$ cat src/rtl/mem_master_pkg.sv
// mem_master_pkg: shared encodings for the byte-wide memory bus initiator
package mem_master_pkg;
   localparam logic [1:0] SZ_BYTE = 2'd0;
   localparam logic [1:0] SZ_HALF = 2'd1;
   localparam logic [1:0] SZ_WORD = 2'd2;
   localparam logic [15:0] IO_OUT_BASE = 16'hfff8;
   localparam logic [15:0] IO_IN_BASE = 16'hfffc;
   typedef enum logic [1:0] {IDLE, WR, RD, DONE} state_t;
   function automatic logic [2:0] size_bytes(input logic [1:0] sz);
      return sz == SZ_BYTE ? 3'd1 : sz == SZ_HALF ? 3'd2 : 3'd4;
   endfunction
   function automatic logic [31:0] lane_mask(input logic [2:0] n);
      return n == 3'd1 ? 32'h0000_00ff : n == 3'd2 ? 32'h0000_ffff : 32'hffff_ffff;
   endfunction
endpackage

$ cat src/rtl/mem_master.sv
// mem_master: splits 1/2/4-byte CPU requests into little-endian single-byte memory accesses
module mem_master
   import mem_master_pkg::*;
#(
   parameter int RD_LAT = 2
) (
   input  logic        clk,
   input  logic        reset,
   input  logic        req_valid,
   output logic        req_ready,
   input  logic        req_write,
   input  logic [1:0]  req_size,
   input  logic [15:0] req_addr,
   input  logic [31:0] req_wdata,
   output logic        resp_valid,
   output logic [31:0] resp_rdata,
   output logic [15:0] mem_addr,
   output logic [7:0]  mem_wdata,
   output logic        mem_we,
   input  logic [7:0]  mem_rdata
);
   state_t state;
   logic [2:0] n;
   logic [15:0] addr;
   logic [31:0] wdata;
   logic [1:0] i, w;
   logic [1:0] i_nx;
   logic [15:0] addr_nx;
   logic last;
   assign i_nx = i + 2'd1;
   assign addr_nx = addr + {14'd0, i_nx};
   assign last = {1'b0, i} == n - 3'd1;
   assign req_ready = state == IDLE && !reset;
   // transfer sequencer: one cycle per written byte, RD_LAT cycles per read byte
   always_ff @(posedge clk or posedge reset) begin
      if (reset) begin
         state <= IDLE;
         n <= 3'd0;
         addr <= 16'd0;
         wdata <= 32'd0;
         i <= 2'd0;
         w <= 2'd0;
         resp_valid <= 1'b0;
         resp_rdata <= 32'd0;
         mem_addr <= 16'd0;
         mem_wdata <= 8'd0;
         mem_we <= 1'b0;
      end else begin
         case (state)
            IDLE: if (req_valid) begin
               n <= size_bytes(req_size);
               addr <= req_addr;
               wdata <= req_wdata;
               i <= 2'd0;
               w <= 2'd0;
               mem_addr <= req_addr;
               mem_wdata <= req_wdata[7:0];
               mem_we <= req_write;
               state <= req_write ? WR : RD;
               if (!req_write) resp_rdata <= resp_rdata & lane_mask(size_bytes(req_size));
            end
            WR: if (last) begin
               state <= DONE;
               mem_we <= 1'b0;
               resp_valid <= 1'b1;
            end else begin
               i <= i_nx;
               mem_addr <= addr_nx;
               mem_wdata <= wdata[{i_nx, 3'b000} +: 8];
            end
            RD: if (w == 2'(RD_LAT - 1)) begin
               resp_rdata[{i, 3'b000} +: 8] <= mem_rdata;
               w <= 2'd0;
               if (last) begin
                  state <= DONE;
                  resp_valid <= 1'b1;
               end else begin
                  i <= i_nx;
                  mem_addr <= addr_nx;
               end
            end else w <= w + 2'd1;
            default: begin
               resp_valid <= 1'b0;
               state <= IDLE;
            end
         endcase
      end
   end
endmodule

$ cat config.mk
export PLATFORM = sky130hd
export DESIGN_NAME = mem_master
export DESIGN_NICKNAME = d
export VERILOG_FILES = /design/src/rtl/mem_master_pkg.sv /design/src/rtl/mem_master.sv
export SDC_FILE = /design/constraint.sdc
export NUM_CORES = 1
export LEC_CHECK = 0
export BUFFER_PORTS_ARGS = -buffer_cell sky130_fd_sc_hd__buf_2
export CORE_UTILIZATION = 50
export DETAILED_ROUTE_END_ITERATION = 12
export HOLD_SLACK_MARGIN = 0.08
export PLACE_DENSITY_LB_ADDON = 0.25
export SKIP_LAST_GASP = 1
export SLEW_MARGIN = 20
export SYNTH_ARGS = -nofsm -noshare
export SYNTH_HDL_FRONTEND = slang
export SYNTH_SLANG_ARGS = --single-unit
$ cat constraint.sdc
create_clock -name clk -period 11.1 [get_ports clk]
set_input_delay 2.22 -clock clk [delete_from_list [all_inputs] [get_ports clk]]
set_output_delay 2.22 -clock clk [all_outputs]
set_load 0.01 [all_outputs]
# Word level (Yosys, flattened, before mapping)
# Cells that the tools add are included.
[word_totals]
reg_bits = 115
out_inout_bits = 59
wordCells = 81
[classes]
addsub = 5
n_eq_ne = 12
shifts = 3
mux = 33
bitwise_logic = 2
n_reduce_logical = 15
[op_table]
columns = ["cell", "count"]
rows = [
  ["2-to-1 mux 32 bit", 5],
  ["one-hot mux 32 bit (2 select lines)", 1],
  ["2-to-1 mux 16 bit", 3],
  ["one-hot mux 16 bit (3 select lines)", 1],
  ["bitwise AND 32 bit", 1],
  ["bitwise mux 32 bit", 1],
  ["variable shift 8 x 7 -> 32 bit, first input constant", 1],
  ["variable part select 32 x 6 -> 8 bit", 1],
  ["variable part select 8 x 7 -> 32 bit", 1],
  ["adder 16 x 2 -> 16 bit", 1],
  ["2-to-1 mux 2 bit", 8],
  ["2-to-1 mux 8 bit", 2],
  ["one-hot mux 8 bit (2 select lines)", 1],
  ["one-hot mux 2 bit (3 select lines)", 2],
  ["inequality test 2 bit, second input constant", 5],
  ["AND reduction 3 bit", 3],
  ["AND reduction 2 bit", 4],
  ["negation 5 -> 7 bit", 1],
  ["== test 2 x 1 -> 1 bit, second input constant", 3],
  ["2-to-1 mux 3 bit", 2],
  ["adder 2 x 1 -> 2 bit, second input constant", 2],
  ["zero test 2 bit", 2],
  ["2-to-1 mux 1 bit", 4],
  ["one-hot mux 2 bit (2 select lines)", 1],
  ["13 further kinds", 14],
]

# Logic depth before layout (Yosys ltp)
[logic_depth]
depth_word = 10
mapped_depth = 10

# Worst setup path before layout
# No wires, ideal clock.
[synth_timing]
path_kind = "input -> output"
startpoint = "input port reset"
endpoint = "output port req_ready"
t_arrival_ns = 2.398
t_required_ns = 8.880
path_slack_ns = 6.482
stages = 1
n_path_buf = 0
cell_sequence = "nor2b_1"
[synth_via]
elab_chain_len = 2
[synth_rtl]
columns = ["item", "line_no", "text"]
rows = [
  ["from (decl)", "mem_master.sv:8", "input logic reset,"],
  ["zero test 1 bit (no line)", "-", ""],
  ["logical AND 1 bit", "mem_master.sv:33", "assign req_ready = state == IDLE && !reset;"],
  ["to (decl)", "mem_master.sv:10", "output logic req_ready,"],
]
# No other way between the ends.

# Worst setup path after layout
# Same ends and word-level chain as after synthesis.

==> out/metrics.yaml <==
floorplanning:
  die-area_sq_mm: 0.0111
  coreArea_sq_mm: 0.0103
  rows: 37
  start_util_pct: 51.6
  top_level_ports: 121
  die_x_microns: 105
  die_h_microns: 105
yosys:
  async_flop_share_pct: 100
  syn-num-nets: 498
  ys_top_cells_by_count: "dfrtp_1 (115), mux2_2 (49), a22o_1 (32), nand2_1 (30), a21oi_1 (22)"
  syn_avg_cell_area_sq_um: 12.6
  syn_area_sq_mm: 0.00533
  yosysSeqAreaShare_pct: 54.0
  yosysTopAreaCell: "dfrtp_1"
  ys_ff_latch: 115
  synth_flop_cell: "dfrtp_1"
  synth_area_leaders: "dfrtp_1 (54%), mux2_2 (10%), a22o_1 (5.3%)"
  yosysWarningCount: 0
  netlist.area_leader.share_pct: 54.0
  synth.most_common_cell: "dfrtp_1"
  synth_cells: 423
  ys_types: 52
  synth-edff-count: 0
detailed_routing:
  routed-wl-met3_microns: 607
  drt_iter0_drc: 192
  postRouteWirelength_mm: 11.6
  firstDrtPassIters: 4
  drcViolationCount: 0
  vias: 3823
  wl_per_cell_microns: 16.6
  route.met2.wl_mm: 5.72
  ant_nets: 0
  via_per_inst: 5.50
  drt-met1-wl_mm: 5.05
  highest_layer: "met4"
setup_path:
  critical_path_class: "in -> out"
  cp_max_fo: 2
  start_kind: "input pin"
  r2r_setup_slack_ns: 7.49
  r2r-start: "i[0]"
  reg2regPathDepth: 8
  cp-end-kind: "primary output"
  cp_data_arrival_time_ns: 2.56
  required_ns: 8.88
  rr_endpoint: "mem_addr[15]"
global_routing:
  grt_overflow: 0
  antenna_found_initial: 0
  grt_pass1_wl_mm: 19.2
  grt_max_degree: 73
  grt_use_total_pct: 22.6
  grt_pass1_vias: 3807
run:
  maxCapViolations: 0
placement:
  dp.cells: 663
  gp_congestion: 0.806
  port_buffers: 120
  hpwl_mm: 7.90
power:
  ir_drop_mv: 0.157
  powerDensity_mw_per_mm2: 315
  p_leak_uw: 0.00311
  finalPower_uw: 2080
timing:
  drv_slew: 0
  hold_ws_ns: 0.477
  skew_ns: 0.00723
  relSlewSlack_pct: 37.1
  period_needed_ns: 4.78
  fin_crit_sh_pct: 43.1
  final.setup.tns_ns: 0
  tightest_slew_ns: 0.943
  fmax_mhz: 209
  setup_viol: 0
  hold_viol: 0
  rsz0062_at_grt: "false"
run_status:
  status: "completed"
finish:
  layout-drive-gt1-share_pct: 39.9
  utilization_pct: 64.1
  syn_to_final_growth_pct: 24.2
  finalNonFillerCells: 695
  num_antenna_cells: 0
  fin_nets: 621
clock_network:
  cts_buffer_depth: 2
  cts_tree: "built"
  cts.sink_count: 115
  cts_hold_buffers: 0
  postCtsSetupBuffers: 0
  path_clk_slew_ns: 0.06
  cts_buffers: 17
  cts-root-buf: "clkbuf_8"
  clk_latency_ns: 0.51
  cts_resized: 0
  cts_max_level: 4
hold_path:
  min_path_type: "reg -> reg"
  hp-start: "mem_addr[6]"
  holdPathEnd: "mem_addr[6]"
  hold_depth: 1
==> worst max path at each step <==
stage / from / slack (ns) / end / depth (start not counted)
after global routing: reset / 6.30 / req_ready / 3
final: reset / 6.32 / req_ready / 3
after CTS: reset / 6.31 / req_ready / 3
after floorplan: reset / 5.84 / addr[0] / 1
after global placement: reset / 6.31 / req_ready / 3
after detailed placement: reset / 6.31 / req_ready / 3
==> layout make-up <==
class	count	area, sq um
Clock buffer	18	428
Clock inverter	14	179
Fill cell	806	3710
Inverter	13	51.3
Multi-Input combinational cell	277	2290
Sequential cell	115	2880
Tap cell	136	170
Timing Repair Buffer	122	616
==> layout by cell type (no fill, tap or decap), drive strengths merged, types with 3 or more instances in the layout <==
master    count
a21o          3
a21oi        22
a22o         32
a22oi         5
buf         122
bufinv        3
clkbuf       18
clkinv        3
clkinvlp      5
dfrtp       115
ha           12
inv          16
mux2         49
mux2i        12
mux4          8
nand2        30
nand2b        4
nand3         5
nor2         18
nor2b         3
nor3          8
nor3b         3
nor4          4
o21ai        18
o31ai         4
xnor2        13
xor2          4
==> worst max-delay path, cell delays in order <==
cell and delay (ns):
buf_2 0.12, nor2b_1 0.09, buf_2 0.13
==> per-stage QoR <==
| step | setup WS (ns) | instance area (sq um) |
|---|---|---|
| finish | 6.32 | 6610 |
| global route | 6.30 | 6610 |
| CTS | 6.31 | 6610 |
| detailed placement | 6.31 | 6010 |
| global placement | 6.31 | 6010 |
| floorplan | 5.84 | 5330 |
==> kinds of logic (layout without fill, tap and decap cells) <==
group | Yosys count | in the layout | share of synthesized area, %
flops | 115 | 115 | 54.0
buf+inv | 31 | 167 | 2.96
compound gates | 96 | 96 | 12.9
mux | 69 | 69 | 16.0
xor+xnor | 17 | 17 | 2.94
fa+ha+maj | 13 | 13 | 3.20
simple gates | 82 | 82 | 8.01
==> routing by layer <==
metal  global-route usage [%]  vias up
met1                     29.4     1899
li1                         -     1801
met2                     36.4      108
met4                     7.34        0
met5                        0        -
met3                     6.55       15
==> report_power, final <==
part | leakage [uW] | internal [uW] | switching, uW
sequential | 0.00144 | 590 | 120
combinational | 0.00139 | 380 | 442
clock | 0.000282 | 350 | 200
total | 0.00311 | 1320 | 762
==> flip-flops by register name, summed over array words and instances, names as in the netlist <==
| register | cells |
|---|---|
| addr | 16 |
| mem_we | 1 |
| n | 3 |
| wdata | 32 |
| mem_wdata | 8 |
| w | 2 |
| resp_valid | 1 |
| state | 2 |
| mem_addr | 16 |
| i | 2 |
| resp_rdata | 32 |
Note: power is estimated with default switching activity, not from simulation.
